[src/rtl/class_decision_tracker.sv]
// class_decision_tracker: confirms repeated non-silence frame classes into word events with handshake and hold-off.
// Define DECISION_STATS_EN to enable the saturating per-word event counters.
module class_decision_tracker #(
    parameter int CONFIRM_CNT    = 4,
    parameter int HOLDOFF_FRAMES = 8
) (
    input  logic        clk,
    input  logic        rst,
    input  logic [1:0]  class_in,
    input  logic        class_valid,
    output logic [1:0]  word_out,
    output logic        word_valid,
    input  logic        word_ready,
    output logic        frame_dropped,
    output logic        busy,
    output logic [15:0] det_cnt_a,
    output logic [15:0] det_cnt_b
);
    typedef enum logic [1:0] {TRACK, PENDING, HOLDOFF} state_t;
    state_t      state;
    logic [1:0]  cand, ncand;
    logic [3:0]  streak, nstreak;
    logic [7:0]  hold;
    logic        bad, hit, accept;

    always_comb begin
        bad     = (class_in == 2'b00) || (class_in == 2'b11);
        ncand   = bad ? 2'b00 : class_in;
        nstreak = bad ? 4'd0 : (class_in != cand) ? 4'd1 : streak + 4'd1;
        hit     = !bad && (nstreak == 4'(CONFIRM_CNT));
        accept  = (state == PENDING) && word_valid && word_ready;
    end

    always_ff @(posedge clk or posedge rst) begin
        if (rst) begin
            state         <= TRACK;
            cand          <= 2'b00;
            streak        <= 4'd0;
            hold          <= 8'd0;
            word_out      <= 2'b00;
            word_valid    <= 1'b0;
            frame_dropped <= 1'b0;
            busy          <= 1'b0;
        end else begin
            frame_dropped <= 1'b0;
            case (state)
                TRACK: if (class_valid) begin
                    cand   <= ncand;
                    streak <= hit ? 4'd0 : nstreak;
                    if (hit) begin
                        word_out   <= ncand;
                        word_valid <= 1'b1;
                        busy       <= 1'b1;
                        state      <= PENDING;
                    end
                end
                PENDING: begin
                    frame_dropped <= class_valid;
                    if (accept) begin
                        word_out   <= 2'b00;
                        word_valid <= 1'b0;
                        cand       <= 2'b00;
                        hold       <= 8'(HOLDOFF_FRAMES);
                        busy       <= (HOLDOFF_FRAMES != 0);
                        state      <= (HOLDOFF_FRAMES != 0) ? HOLDOFF : TRACK;
                    end
                end
                HOLDOFF: if (class_valid) begin
                    // Frames here are consumed outright; the last one does not seed a candidate.
                    hold <= hold - 8'd1;
                    if (hold == 8'd1) begin
                        busy  <= 1'b0;
                        state <= TRACK;
                    end
                end
                default: begin
                    busy  <= 1'b0;
                    state <= TRACK;
                end
            endcase
        end
    end

`ifdef DECISION_STATS_EN
    always_ff @(posedge clk or posedge rst) begin
        if (rst) begin
            det_cnt_a <= 16'h0000;
            det_cnt_b <= 16'h0000;
        end else if (accept) begin
            if (word_out == 2'b01 && det_cnt_a != 16'hFFFF) det_cnt_a <= det_cnt_a + 16'd1;
            if (word_out == 2'b10 && det_cnt_b != 16'hFFFF) det_cnt_b <= det_cnt_b + 16'd1;
        end
    end
`else
    assign det_cnt_a = 16'h0000;
    assign det_cnt_b = 16'h0000;
`endif
endmodule

[config.mk]
export PLATFORM = sky130hd
export DESIGN_NAME = class_decision_tracker
export DESIGN_NICKNAME = d
export VERILOG_FILES = /design/src/rtl/class_decision_tracker.sv
export SDC_FILE = /design/constraint.sdc
export NUM_CORES = 1
export LEC_CHECK = 0
export ABC_AREA = 1
export BUFFER_PORTS_ARGS = -buffer_cell sky130_fd_sc_hd__buf_4
export CAP_MARGIN = 5
export CORE_ASPECT_RATIO = 1.5
export CORE_UTILIZATION = 55
export DETAILED_ROUTE_END_ITERATION = 8
export GPL_ROUTABILITY_DRIVEN = 0
export GPL_TIMING_DRIVEN = 0
export PLACE_DENSITY = 0.9
export SETUP_SLACK_MARGIN = 0.3
export SLEW_MARGIN = 40
export SYNTH_ARGS = -nofsm -noshare
export SYNTH_HDL_FRONTEND = slang
export SYNTH_SLANG_ARGS = --single-unit
[constraint.sdc]
create_clock -name clk -period 3.5 [get_ports clk]
set_input_delay 0.35 -clock clk [delete_from_list [all_inputs] [get_ports clk]]
set_output_delay 0.35 -clock clk [all_outputs]
set_load 0.05 [all_outputs]
# [Yosys cells after proc, flatten, opt, wreduce, memory -nomap -nowiden]
# Cells that the tools add are included.
[word_totals] regBits=21 inputBits=6 out_inout_bits=37 word_cells=63
[op_classes] addsub=2 n_eq_ne=11 mux=28 n_reduce_logical=14
[ops] cell="2-bit two-way mux" n=10
[ops] cell="8-bit two-way mux" n=2
[ops] cell="8-bit one-hot mux with 2 select lines" n=1
[ops] cell="4-bit two-way mux" n=3
[ops] cell="2-bit != test, second input constant" n=5
[ops] cell="8-bit by 1-bit == test with 1-bit output, second input constant" n=1
[ops] cell="2-bit one-hot mux with 2 select lines" n=2
[ops] cell="8-bit by 1-bit subtractor with 8-bit output, second input constant" n=1
[ops] cell="1-bit two-way mux" n=7
[ops] cell="2-bit one-hot mux with 3 select lines" n=1
[ops] cell="3-bit AND reduction" n=2
[ops] cell="5-bit AND reduction" n=1
[ops] cell="4-bit by 1-bit adder with 4-bit output, second input constant" n=1
[ops] cell="2-bit == test, second input constant" n=2
[ops] cell="4-bit by 3-bit == test with 1-bit output, second input constant" n=1
[ops] cell="2-bit logical NOT" n=2
[ops] cell="4-bit AND reduction" n=1
[ops] cell="2-bit nonzero test" n=2
[ops] cell="1-bit logical AND" n=3
[ops] cell="1-bit one-hot mux with 3 select lines" n=1
[ops] cell="2-bit by 1-bit == test with 1-bit output, second input constant" n=1
[ops] cell="2-bit != test" n=1
[ops] cell="1-bit one-hot mux with 2 select lines" n=1
[ops] cell="2-bit AND reduction" n=1
[ops] cell="2 further kinds" n=2

# [Logic depth before layout (Yosys ltp)]
# Gate-level depths: netlist (run 1).
[depth] depth_word=8 depth_mapped=10 mapped_depth_nobuf=10

# [Worst setup path before layout (run 1)]
# No wires, ideal clock.
[synth_timing] path_type="register -> register" start="reg word_valid" end="reg cand[0]" setup_ps=127 arrival_time_ps=1369 required_time_ps=3373 path_slack_ps=2003 stages_incl_launch_ff=5 n_path_buf=1 synth_period_minus_slack_ps=1497 path_cell_list="dfrtp_1 > nand3_2 > buf_6 > nand2_2 > mux2_1"
[synth_between] elab_chain_len=4
[synth_rtl] item="start: declaration" line="12" source="output logic word_valid,"
[synth_rtl] item="start signal: assignment" line="41" source="word_valid <= 1'b0;"
[synth_rtl] item="start signal: assignment" line="52" source="word_valid <= 1'b1;"
[synth_rtl] item="start signal: assignment" line="61" source="word_valid <= 1'b0;"
[synth_rtl] item="1-bit logical AND (2 in a row)" line="31" source="accept = (state == PENDING) && word_valid && word_ready;"
[synth_rtl] item="2-bit != test (no line)"
[synth_rtl] item="3-bit AND reduction (no line)"
[synth_rtl] item="end signal: assignment" line="48" source="cand <= ncand;"
[synth_rtl] item="end: declaration" line="21" source="logic [1:0] cand, ncand;"
# Every way passes these cells.
# A chain may end at the register's enable or synchronous reset.

# [Worst setup path after layout (run 1)]
[layout_timing] start="reg state[1]" end="reg cand[0]"
[layout_between] elab_chain_len=5 elab_cells_between_ends=9 classes_between="3 x eq/ne; 1 x mux; 5 x reduce/logical"
[layout_rtl] item="start: declaration" line="20" source="state_t state;"
[layout_rtl] item="start signal: assignment" line="65" source="state <= (HOLDOFF_FRAMES != 0) ? HOLDOFF : TRACK;"
[layout_rtl] item="2-bit by 1-bit == test with 1-bit output" line="31, 46"
[layout_rtl] item="1-bit logical AND (2 in a row)" line="31"
[layout_rtl] item="2-bit != test (no line)"
[layout_rtl] item="3-bit AND reduction (no line)"
# Several ways; a longest one is shown, not always the timed one.

==> metrics, run 1 <==
status finished, violations left; failing checks DRC; placed cells 239; Syn Area/Cell 8.20 um2; non-filler cells, final 243; Peak Freq 633 MHz; critical path fanouts, max 7; Cell Area, Synth 0.00143 mm2; CTS hold repair buffers 0; WP data arrival 1.79 ns; Gate Count Post-Synth 174; VDD IR max 344 uV; Die H 64.4 um; RSZ-0062 raised after global routing no; leak pwr 0.969 nW; clk_lat worst skew 0.31 ns; Avg Vias per Cell 4.49; # clock sinks 21; CTS root buf clkbuf_4; post-CTS setup buffers 0; global-route wire length before repair 3970 um; Port Buf Inserts 10; DRC Markers 6; total iterations of the first detailed-routing run 6; period utilization 45.1%; Period minus WS final 1.58 ns; main combinational cell family by area after synthesis buffers and inverters; Starting Density 58.2%; ANT cells 0; max layer used met4; pwr dens 444 mW/mm2; DP Worst Slack 1.73 ns; critical path class flip-flop to flip-flop; crit path launch type flip-flop; P&R area growth vs syn 17.5%; clock buffer depth 2; fin area 0.00168 mm2; Core Box Area 0.00245 mm2; fin nets 231; clk_skew 0.0113 ns; HPWL Detailed 1950 um; CP Capture Type flip-flop; Ports 43; max_cap viols 0; wire per inst 9.73 um; Die Wd 43.6 um; CTS tree built; H-tree Lvls 1; # setup viols final 0; most common cell after layout, fill and taps aside buf_4; Hold Fails Final Rpt 0; total track usage 19.1%; Final ANT Viol Nets 0; met2 wire length 1360 um; Rows 22; sequential share of the synthesized area 36.8%; Post-CTS Resized 0; Synthesis Warnings 0; initial antenna violation count 0; Synth Area in Compound Gates 9.12%; Final Slew Violations 0; setup TNS 0 ns; Hold Path Class input pin to async pin; DIE AREA 0.00281 mm2; metal3 WL 64 um; post-synthesis mux area share 0.789%; Worst Path Required 3.71 ns; Overflow after GRT 0; commonest cells after routing, fill and taps aside buf_4 (42), conb_1 (32), nand2_1 (26), dfrtp_1 (21), inv_1 (20); pin count of the biggest net entering global routing 22; met1 WL 908 um; Synth Register Bits 21; First DRT Iteration DRCs 21; vias in the first global route 969; Synth cell types 28; Routed WL 2360 um; Final WS setup 1.92 ns; Synth Area in Adders 4.39%; Clock transition at path regs 0.13 ns; DR vias 1,091; fraction of layout cells with a size suffix above 1 29.7%; post-placement cell area 0.00165 mm2; Num CTS Buffers 3; Final Util 68.4%; Post-Synth XOR/XNOR Area 1.23%; simple-gate share of the synthesized area 23.2%
## through the flow
| stage | power (mW) | hold WS (ns) |
|---|---|---|
| after global routing | 0.790 | 0.0538 |
| after floorplan | 0.570 | 0.327 |
| after global placement | 0.620 | 0.461 |
| final | 0.744 | 0.0191 |
| after detailed placement | 0.629 | 0.464 |
| after CTS | 0.747 | 0.191 |
## final cells by class
cell class	instances	area [um2]
clock inverter	1	5.00
fill	221	774
clock buffer	3	22.5
tap	24	30.0
timing repair buffer	10	75.1
sequential	21	526
buffer	33	251
multi-input combinational	126	672
inverter	25	93.8
## per-layer routing
metal	track usage [%]	vias up
li1	-	582
met1	20.7	482
met2	35.1	23
met3	1.98	4
met4	8.98	0
met5	0	-
## cell usage after synthesis
| cell | count | share of area [%] |
|---|---|---|
| nor2_1 | 8 | 2.1 |
| o31ai_1 | 1 | 0.53 |
| nand4_2 | 1 | 0.88 |
| nand2_2 | 2 | 0.88 |
| nand3_1 | 10 | 3.5 |
| xnor2_1 | 2 | 1.2 |
| nor2_4 | 2 | 1.6 |
| nand4_1 | 4 | 1.8 |
| o21ai_0 | 11 | 3.9 |
| nand2_8 | 1 | 1.4 |
| dfrtp_1 | 21 | 37 |
| buf_6 | 1 | 0.79 |
| inv_1 | 21 | 5.5 |
| mux2_1 | 1 | 0.79 |
| nand2_4 | 1 | 0.79 |
| nor3_1 | 2 | 0.70 |
| or2_2 | 1 | 0.44 |
| o22ai_1 | 1 | 0.44 |
| nand2_1 | 26 | 6.8 |
| a21boi_2 | 1 | 0.79 |
| nand3_2 | 2 | 1.4 |
| conb_1 | 1 | 0.26 |
| a21oi_1 | 9 | 3.2 |
| inv_2 | 4 | 1.1 |
| nor2_2 | 2 | 0.88 |
| o21ai_1 | 1 | 0.35 |
| ha_1 | 5 | 4.4 |
| buf_4 | 32 | 17 |
## state kept, by name, indices dropped and copies added, names as in the netlist
signal / flops
word_valid: 1
frame_dropped: 1
busy: 1
hold: 8
streak: 4
word_out: 2
cand: 2
state: 2
## final timing paths
| check | depth (start not counted) | slack, ns | endpoint | from |
|---|---|---|---|---|
| worst max-delay path | 6 | 1.92 | cand[0] | state[1] |
| worst min-delay path | 2 | 0.02 | hold[4] | rst |
| worst max register to register | 6 | 1.92 | cand[0] | state[1] |
| worst min register to register | 1 | 0.49 | hold[2] | hold[2] |
| max in group asynchronous | 2 | 3.17 | state[0] | rst |
| min in group clk | 3 | 0.35 | frame_dropped | class_valid |
## worst max-delay path, cell delays in order, from the launching register on
cell     delay (ns)
dfrtp_1        0.46
nor2_1         0.29
inv_2          0.08
nor2_2         0.14
inv_2          0.09
nand2_2        0.08
mux2_1         0.32
## logic make-up after synthesis
logic type,Yosys count
AND/OR/NAND/NOR,62
buffers and inverters,58
AO/OA/AOI/OAI,24
flip-flops,21
adder cells (fa/ha/maj),5
XOR/XNOR,2
other,1
multiplexers,1
## where the power goes
group          internal (mW)  switching [mW]
combinational         0.0883           0.210
sequential             0.289          0.0355
clock                 0.0427          0.0776
No activity file was read; power rests on OpenSTA's default activity.
==> inputs of run 2 (changes only) <==
- CORE_UTILIZATION: 55 -> 51
- PLACE_DENSITY: 0.9 -> 0.84
- clock period: 3.5 -> 1.62 ns (I/O delays scaled with it)
==> run 2 against run 1 <==
Critical path depth unchanged. Die area is 7.5% higher. The flow now finishes without violations. Critical path type unchanged. Combinational power rose to 2.8 times the previous value. Power grew to 2.6 times the previous value. Clock power increased to 2.9 times the previous value. Worst setup slack lost 1.8 ns. Sequential power increased by 120%. Cell count grew 13%. Sequential share of layout area shrank 6.4 points. Highest routed layer unchanged. Clock-buffer cell count increased by 1. Wire length rose by 61%. Non-clock buffer count up 18.
==> metrics, run 2 (same netlist as run 1, synthesis figures left out) <==
clk_lat worst skew 0.27 ns (-0.04 ns); crit path launch type flip-flop; Num CTS Buffers 3 (unchanged); fin nets 249 (+7.8%); # setup viols final 0 (unchanged); P&R area growth vs syn 48.6%; Clock transition at path regs 0.07 ns (-0.06 ns); period utilization 90.4% (+45 points); Final Slew Violations 0 (unchanged); DIE AREA 0.00302 mm2 (+7.5%); pwr dens 902 mW/mm2 (+100%); Final WS setup 0.156 ns (-1.77 ns); commonest cells after routing, fill and taps aside buf_4 (52), conb_1 (32), nand2_1 (19), inv_1 (18), dfrtp_1 (18); setup TNS 0 ns (unchanged); DR vias 1,306 (+20%); top flop regs hold x8, streak x4; leak pwr 1.12 nW (+16%); First DRT Iteration DRCs 33 (+57%); Period minus WS final 1.46 ns (-0.114 ns); VDD IR max 667 uV (+94%); Hold Fails Final Rpt 0 (unchanged); CP Launch Point streak[1]; # clock sinks 21 (unchanged); pin count of the biggest net entering global routing 22 (unchanged); vias in the first global route 1,153 (+19%); total track usage 22.1% (+3.0 points); most common cell after layout, fill and taps aside buf_4; Starting Density 53.3% (-4.9 points); Worst Path Required 1.82 ns (-1.89 ns); Avg Vias per Cell 4.77 (+6.2%); Ports 43 (unchanged); critical path class flip-flop to flip-flop; H-tree Lvls 1 (unchanged); Overflow after GRT 0 (unchanged); Largest Register hold; ANT cells 0 (unchanged); max reg flops 8 (unchanged); Reg2Reg Launch Point streak[1]; Peak Freq 683 MHz (+7.8%); WP data arrival 1.66 ns (-0.13 ns); global-route wire length before repair 4800 um (+21%); Multi-input gate area 897 um2 (+34%); clock buffer depth 2 (unchanged); Core Box Area 0.00268 mm2 (+9.2%); Rows 23 (+4.5%); DRC Markers 0 (-6); Final ANT Viol Nets 0 (unchanged); HPWL Detailed 1910 um (-1.7%); status finished, final reports clean; fraction of layout cells with a size suffix above 1 49.4% (+20 points); fin area 0.00212 mm2 (+27%); clk_skew 0.00422 ns (-0.00704 ns); total iterations of the first detailed-routing run 4 (-2); Hold Path Class input pin to flip-flop; RSZ-0062 raised after global routing yes; hold_sp class_valid; Port Buf Inserts 10 (unchanged); wire per inst 13.9 um (+43%); DP Worst Slack 0.100 ns (-1.63 ns); Die H 66.8 um (+3.7%); FF+latch area 529 um2 (+0.71%); critical path fanouts, max 2 (-5); CTS root buf clkbuf_8; Die Wd 45.2 um (+3.7%); Routed WL 3800 um (+61%); max_cap viols 0 (unchanged); CTS tree built; initial antenna violation count 0 (unchanged); CP Capture Type flip-flop; post-placement cell area 0.00169 mm2 (+2.3%); Fillers 184 (-17%)
==> run 2: cell type report <==
type | instances | area share (%)
flip-flops and latches | 21 | 25.0
well taps | 37 | 2.18
multi-input cells | 126 | 42.3
repair buffers | 28 | 11.7
plain buffers | 33 | 12.0
inverters | 25 | 4.66
clock buffers | 4 | 2.13
==> run 2: what timing repair did <==
item,CTS,global route
cloned,0,0
endpoints found under the hold margin,0,21
setup buffers,13,4
pin swaps,13,17
resized for setup,20,41
setup endpoints to repair,11,17
hold buffers,0,1
==> run 2: power by group <==
group	leakage, nW	internal, mW	switching, mW
sequential	0.252	0.629	0.0891
combinational	0.849	0.280	0.560
clock	0.0228	0.176	0.178
total	1.12	1.08	0.827
==> run 2: stage by stage <==
stage               util, %  hold WS (ns)  instances  power (mW)
floorplan                 -         0.138        205        1.24
global placement       63.0         0.350        252        1.35
detailed placement     63.0         0.365        252        1.36
CTS                    70.5        0.0764        269        1.77
global route           79.2         0.262        274        2.00
finish                 79.2         0.243        274        1.91
==> run 2: worst max-delay path: stages, from the launching register on <==
cell and delay, ns:
dfrtp_1 0.44, ha_4 0.20, xnor2_2 0.16, nor2_4 0.16, buf_4 0.14, nand4_1 0.13, a21oi_1 0.16
==> run 2: final timing paths <==
path / to / slack, ns / depth (start not counted)
max: word_valid / 0.16 / 6
max in group asynchronous: state[0] / 0.82 / 3
min reg2reg: word_out[0] / 0.48 / 2
min: frame_dropped / 0.24 / 3
max reg2reg: word_valid / 0.16 / 6
min in group asynchronous: hold[7] / 0.46 / 3
==> run 2: layer usage <==
| layer | GRT usage (%) | share of wire (%) | wire length, um |
|---|---|---|---|
| met1 | 21.0 | 34 | 1280 |
| met2 | 42.4 | 58 | 2210 |
| met3 | 2.98 | 4.1 | 155 |
| met4 | 12.5 | 4.4 | 167 |
| met5 | 0 | 0 | 0 |
